==> config.mk <==
export PLATFORM = sky130hd
export DESIGN_NAME = stream_dispatcher_flushable
export DESIGN_NICKNAME = d
export VERILOG_FILES = /design/src/rtl/stream_dispatcher_flushable_pkg.sv /design/src/rtl/stream_dispatcher_flushable.sv
export SDC_FILE = /design/constraint.sdc
export NUM_CORES = 1
export LEC_CHECK = 0
export ABC_AREA = 1
export ABC_CLOCK_PERIOD_IN_PS = 1460
export BUFFER_PORTS_ARGS = -buffer_cell sky130_fd_sc_hd__buf_2
export CELL_PAD_IN_SITES_DETAIL_PLACEMENT = 0
export CELL_PAD_IN_SITES_GLOBAL_PLACEMENT = 2
export CORE_AREA = 2 2 47 49
export DETAILED_ROUTE_END_ITERATION = 6
export DIE_AREA = 0 0 49 51
export HOLD_SLACK_MARGIN = 0.08
export PLACE_DENSITY = 0.73
export SETUP_SLACK_MARGIN = 0.2
export SLEW_MARGIN = 15
export SYNTH_ARGS = -nofsm -noshare
export SYNTH_HDL_FRONTEND = slang
export SYNTH_SLANG_ARGS = --single-unit
==> constraint.sdc <==
create_clock -name clk_i -period 1.46 [get_ports clk_i]
set_input_delay 0.146 -clock clk_i [delete_from_list [all_inputs] [get_ports clk_i]]
set_output_delay 0.146 -clock clk_i [all_outputs]
set_load 0.01 [all_outputs]
==> src/rtl/stream_dispatcher_flushable_pkg.sv <==
// Shared math helpers for the stream dispatcher.
`timescale 1ns/1ps

package stream_dispatcher_flushable_pkg;

   // Width of an index able to address n items, never narrower than one bit.
   function automatic int idxWidth(input int n);
      return (n <= 2) ? 1 : $clog2(n);
   endfunction

endpackage

==> src/rtl/stream_dispatcher_flushable.sv <==
// One-to-N stream dispatcher with a two-entry buffer and a synchronous flush.
// Beats are routed by a round-robin pointer ("rr") or by inp_sel_i ("sel").
`timescale 1ns/1ps

module stream_dispatcher_flushable
   import stream_dispatcher_flushable_pkg::*;
#(
   parameter int    DATA_W   = 1,
   parameter int    N_OUP    = 2,
   parameter string DISPATCH = "rr",
   localparam int   IDX_W    = idxWidth(N_OUP)
) (
   input  logic                          clk_i,
   input  logic                          rst_i,
   input  logic                          flush_i,
   input  logic [DATA_W-1:0]             inp_data_i,
   input  logic [IDX_W-1:0]              inp_sel_i,
   input  logic                          inp_valid_i,
   output logic                          inp_ready_o,
   output logic [N_OUP-1:0][DATA_W-1:0]  oup_data_o,
   output logic [N_OUP-1:0]              oup_valid_o,
   input  logic [N_OUP-1:0]              oup_ready_i,
   output logic                          err_o
);

   typedef enum logic [1:0] {
      EMPTY,
      ONE,
      TWO
   } fifoState_e;

   localparam bit               IS_RR     = (DISPATCH == "rr");
   localparam logic [IDX_W:0]   N_OUP_EXT = (IDX_W+1)'(N_OUP);
   localparam logic [IDX_W-1:0] LAST_IDX  = IDX_W'(N_OUP - 1);

   // Refuse to build with a dispatch mode or output count we cannot honour.
   if (N_OUP < 2 || !(DISPATCH == "rr" || DISPATCH == "sel")) begin : gBadParams
      $fatal(1, "stream_dispatcher_flushable: N_OUP must be >= 2 and DISPATCH \"rr\" or \"sel\"");
   end

   fifoState_e                   state_q, state_d;
   logic [1:0][DATA_W-1:0]       slotData_q, slotData_d;
   logic [1:0][IDX_W-1:0]        slotIdx_q, slotIdx_d;
   logic [IDX_W-1:0]             rrPtr_q, rrPtr_d;

   logic                         inHandshake;
   logic                         selIllegal;
   logic                         push;
   logic                         pop;
   logic                         headReady;
   logic [IDX_W-1:0]             beatIdx;

   // Slot 0 is always the head; slot 1 only holds data in TWO.
   assign inp_ready_o = (state_q != TWO) && !flush_i;
   assign inHandshake = inp_valid_i && inp_ready_o;
   assign selIllegal  = !IS_RR && ({1'b0, inp_sel_i} >= N_OUP_EXT);
   assign beatIdx     = IS_RR ? rrPtr_q : inp_sel_i;
   assign push        = inHandshake && !selIllegal;
   assign err_o       = inHandshake && selIllegal && !rst_i;
   assign pop         = (state_q != EMPTY) && headReady;

   // Look up the ready of whichever output the head beat is addressed to.
   always_comb begin
      headReady = 1'b0;
      for (int i = 0; i < N_OUP; i++) begin
         if (slotIdx_q[0] == IDX_W'(i)) begin
            headReady = oup_ready_i[i];
         end
      end
   end

   // State register together with the buffer slots and the rr pointer.
   always_ff @(posedge clk_i) begin
      if (rst_i) begin
         state_q    <= EMPTY;
         rrPtr_q    <= '0;
         slotData_q <= '0;
         slotIdx_q  <= '0;
      end else begin
         state_q    <= state_d;
         rrPtr_q    <= rrPtr_d;
         slotData_q <= slotData_d;
         slotIdx_q  <= slotIdx_d;
      end
   end

   // Next-state logic: push/pop bookkeeping, with flush discarding everything.
   always_comb begin
      state_d    = state_q;
      slotData_d = slotData_q;
      slotIdx_d  = slotIdx_q;
      rrPtr_d    = rrPtr_q;

      if (IS_RR && inHandshake) begin
         rrPtr_d = (rrPtr_q == LAST_IDX) ? '0 : rrPtr_q + IDX_W'(1);
      end

      case (state_q)
         EMPTY: begin
            if (push) begin
               slotData_d[0] = inp_data_i;
               slotIdx_d[0]  = beatIdx;
               state_d       = ONE;
            end
         end
         ONE: begin
            if (push && pop) begin
               slotData_d[0] = inp_data_i;
               slotIdx_d[0]  = beatIdx;
            end else if (push) begin
               slotData_d[1] = inp_data_i;
               slotIdx_d[1]  = beatIdx;
               state_d       = TWO;
            end else if (pop) begin
               state_d = EMPTY;
            end
         end
         TWO: begin
            if (pop) begin
               slotData_d[0] = slotData_q[1];
               slotIdx_d[0]  = slotIdx_q[1];
               state_d       = ONE;
            end
         end
         default: state_d = EMPTY;
      endcase

      if (flush_i) begin
         state_d = EMPTY;
         rrPtr_d = '0;
      end
   end

   // Present the head beat on exactly the output it is addressed to.
   always_comb begin
      oup_valid_o = '0;
      oup_data_o  = '0;
      for (int i = 0; i < N_OUP; i++) begin
         if ((state_q != EMPTY) && (slotIdx_q[0] == IDX_W'(i))) begin
            oup_valid_o[i] = 1'b1;
            oup_data_o[i]  = slotData_q[0];
         end
      end
   end

endmodule

==> results.cfg <==
[power_and_ir_drop]
powerDensity_nw_per_um2 = 786.3
seq_power_share = 0.452
clkPwrFrac = 0.388
p_total_mw = 0.4496
power.internal_mw = 0.3292
p_sw_frac = 0.2678
ir_worst_vdd_v = 0.0005433
pwr-share-comb = 0.160
net-switching-power_mw = 0.1204
power.leakage_nw = 0.2605

[cells_and_area]
nFillCells = 238
area_growth_pct = 24.86
layoutNonFillerInstCount = 111
multi_input_area_um2 = 267.8
diodes = 0
drive_above_1_share = 0.3494
utilization = 0.2771
fin_nets = 92
ff_latch_area_um2 = 146.4

[grt]
grt_pass1_vias = 381
overflow = 0
grtUsageTotal = 0.08532
grt_pass1_wl_um = 1635
antenna_found_initial = 0
grt_max_degree = 9

[sta]
hold_viol = 0
layout_min_cycle_time_ns = 1.148
fin_worst_skew_ns = 0.003464
maxClockFrequency_mhz = 871.3
slew_violations = 0
setup_viol_count_final = 0
fin_tns_setup_ns = 0
period_share = 0.7861
rsz0062_at_grt = no

[status]
status = complete, no violations

[synthesis]
synth_area_um2 = 457.9
syn-instance-count = 70
yosysWarnings = 0
synth_area_per_cell_um2 = 6.542
yosysSeqAreaShare = 0.3060
synth.distinct_cells = 21
ys_ff_latch = 7
synthMuxAreaShare = 0
synth_top_family_by_area = simple AND/OR/NAND/NOR gates
yosys.area_share.simple = 0.4098
synth-adder-area-share = 0
synth_nets = 78
synthXorXnorAreaFrac = 0
synth_compound_area_frac = 0.1448

[route]
dr.pass1.iters = 3
drt-initial-drc-count = 12
drc = 0
dr_total_vias = 446
wire_per_inst_um = 8.405
via_per_inst = 4.018
wl_um = 933
antenna_left = 0

[placement]
dp_cells = 107
globalplace.congestion = 0.7007
dp_hpwl_um = 766.3
numPortBuffers = 11

[setup_path]
worst_setup_path_start_kind = flop
critPathMaxStageDelay_ns = 0.41
cp.required_ns = 1.31
cp-end-kind = output port
crit_chain = nor2_4 -> nor3_1 -> buf_2
cp.arrival_ns = 1.00
critPathKind = reg2out
cpMaxStageDelayCell = dfxtp_4
path_max_fanout = 8

[die]
initial_core_util = 0.2220
ios = 14
die_h_um = 51
dieArea_um2 = 2499
rows = 17
die_x_um = 49
coreArea_um2 = 2063

[clock_tree]
ctsRootBufferMaster = clkbuf_4
cts_buffer_depth = 2
cts_sinks = 7
insertion_delay_ns = 0.25
cts_tree = built
ctsHoldBuffers = 0
cts_buffers = 3
clk_pin_slew_ns = 0.05
htreeDepth = 1

[min_path]
hp-class = in2reg

[run]
max-cap-violations = 0
registers in the layout, summed over array words and instances, names as in the netlist:
register	cells
state_q	2
slotIdx_q	2
beatIdx	1
slotData_q	2
metal layers:
| layer | part of all wire | vias to the layer above | GRT usage |
|---|---|---|---|
| met3 | 0.075 | 0 | 0.05263 |
| met5 | 0 | - | 0 |
| met2 | 0.42 | 12 | 0.1210 |
| met4 | 0 | 0 | 0.01429 |
| met1 | 0.50 | 182 | 0.1103 |
| li1 | - | 252 | - |
worst max-delay path, delay by kind of cell (launching register included):
kind / cells / cell delay [ns]
flops: 1 / 0.41
simple gates: 2 / 0.19
buf+inv: 1 / 0.15
per-stage QoR:
| stage | setup WS, ns | hold slack [ns] | cell area (um2) |
|---|---|---|---|
| 2_1_floorplan | 0.4256 | 0.3209 | 457.9 |
| 3_3_place_gp | 0.2355 | 0.4379 | 529.3 |
| 3_5_place_dp | 0.2711 | 0.4422 | 529.3 |
| 4_1_cts | 0.2335 | 0.1832 | 556.8 |
| 5_1_grt | 0.2098 | 0.1914 | 571.8 |
| 6_report | 0.3123 | 0.1858 | 571.8 |
cell usage in the layout (no fill, tap or decap):
master    instances
nand2_1          11
buf_2            11
nor2_1            8
inv_1             8
a21oi_1           5
nand3_1           4
dfxtp_1           4
inv_2             3
nand2_2           3
o21ai_1           3
nand4_1           3
clkbuf_4          3
nor3_1            2
o21ai_0           2
nor2_2            2
dfxtp_2           2
nor2_4            1
nand2_4           1
nand3_4           1
or2_0             1
a21oi_2           1
a211oi_1          1
conb_1            1
clkbuf_1          1
dfxtp_4           1
layout make-up:
cell class,count,area share
inverters,11,0.07221
flip-flops and latches,7,0.2560
repair buffers,11,0.09628
clock buffers,4,0.04595
multi-input cells,50,0.4683
well taps,28,0.06127
cells by family after synthesis:
family	count (synthesis)
flops	7
buf+inv	13
simple gates	37
compound gates	12
other cells	1
synth_stat cells:
| library cell | number | area share |
|---|---|---|
| nand3_4 | 1 | 0.038 |
| nor2_2 | 2 | 0.027 |
| conb_1 | 1 | 0.0082 |
| o21ai_0 | 2 | 0.022 |
| nor2_1 | 9 | 0.074 |
| inv_1 | 8 | 0.066 |
| nand2_2 | 2 | 0.027 |
| nor3_1 | 2 | 0.022 |
| nand2_4 | 1 | 0.025 |
| inv_2 | 3 | 0.025 |
| nand2_1 | 12 | 0.098 |
| nand3_1 | 4 | 0.044 |
| buf_4 | 1 | 0.016 |
| a211oi_1 | 1 | 0.016 |
| buf_6 | 1 | 0.025 |
| a21oi_1 | 5 | 0.055 |
| dfxtp_1 | 7 | 0.31 |
| nand4_1 | 3 | 0.041 |
| or2_0 | 1 | 0.014 |
| a21oi_2 | 1 | 0.019 |
| o21ai_1 | 3 | 0.033 |
repair_timing:
item / in CTS / in global routing
endpoints found under the setup margin: 4 / 8
buffers inserted: 0 / 0
gates resized for setup: 1 / 6
path summary, 6_finish.rpt:
| check | slack [ns] | endpoint | depth (start not counted) | start |
|---|---|---|---|---|
| worst max-delay path | 0.31 | oup_data_o[0] | 3 | state_q[1] |
| worst min-delay path | 0.19 | slotData_q[1] | 3 | inp_data_i |
| worst max register to register | 0.33 | slotIdx_q[0] | 8 | slotIdx_q[0] |
| worst min register to register | 0.45 | slotIdx_q[1] | 2 | slotIdx_q[1] |
power by group through the flow:
stage                     registers [mW]  logic (mW)  clock network [mW]
after global placement             0.208      0.0709                   0
after CTS                          0.204      0.0713               0.182
after detailed placement           0.208      0.0710                   0
after global routing               0.204      0.0820               0.194
final                              0.203      0.0720               0.174
after floorplan                    0.206      0.0516                   0
Power figures use the tool's default switching activity.
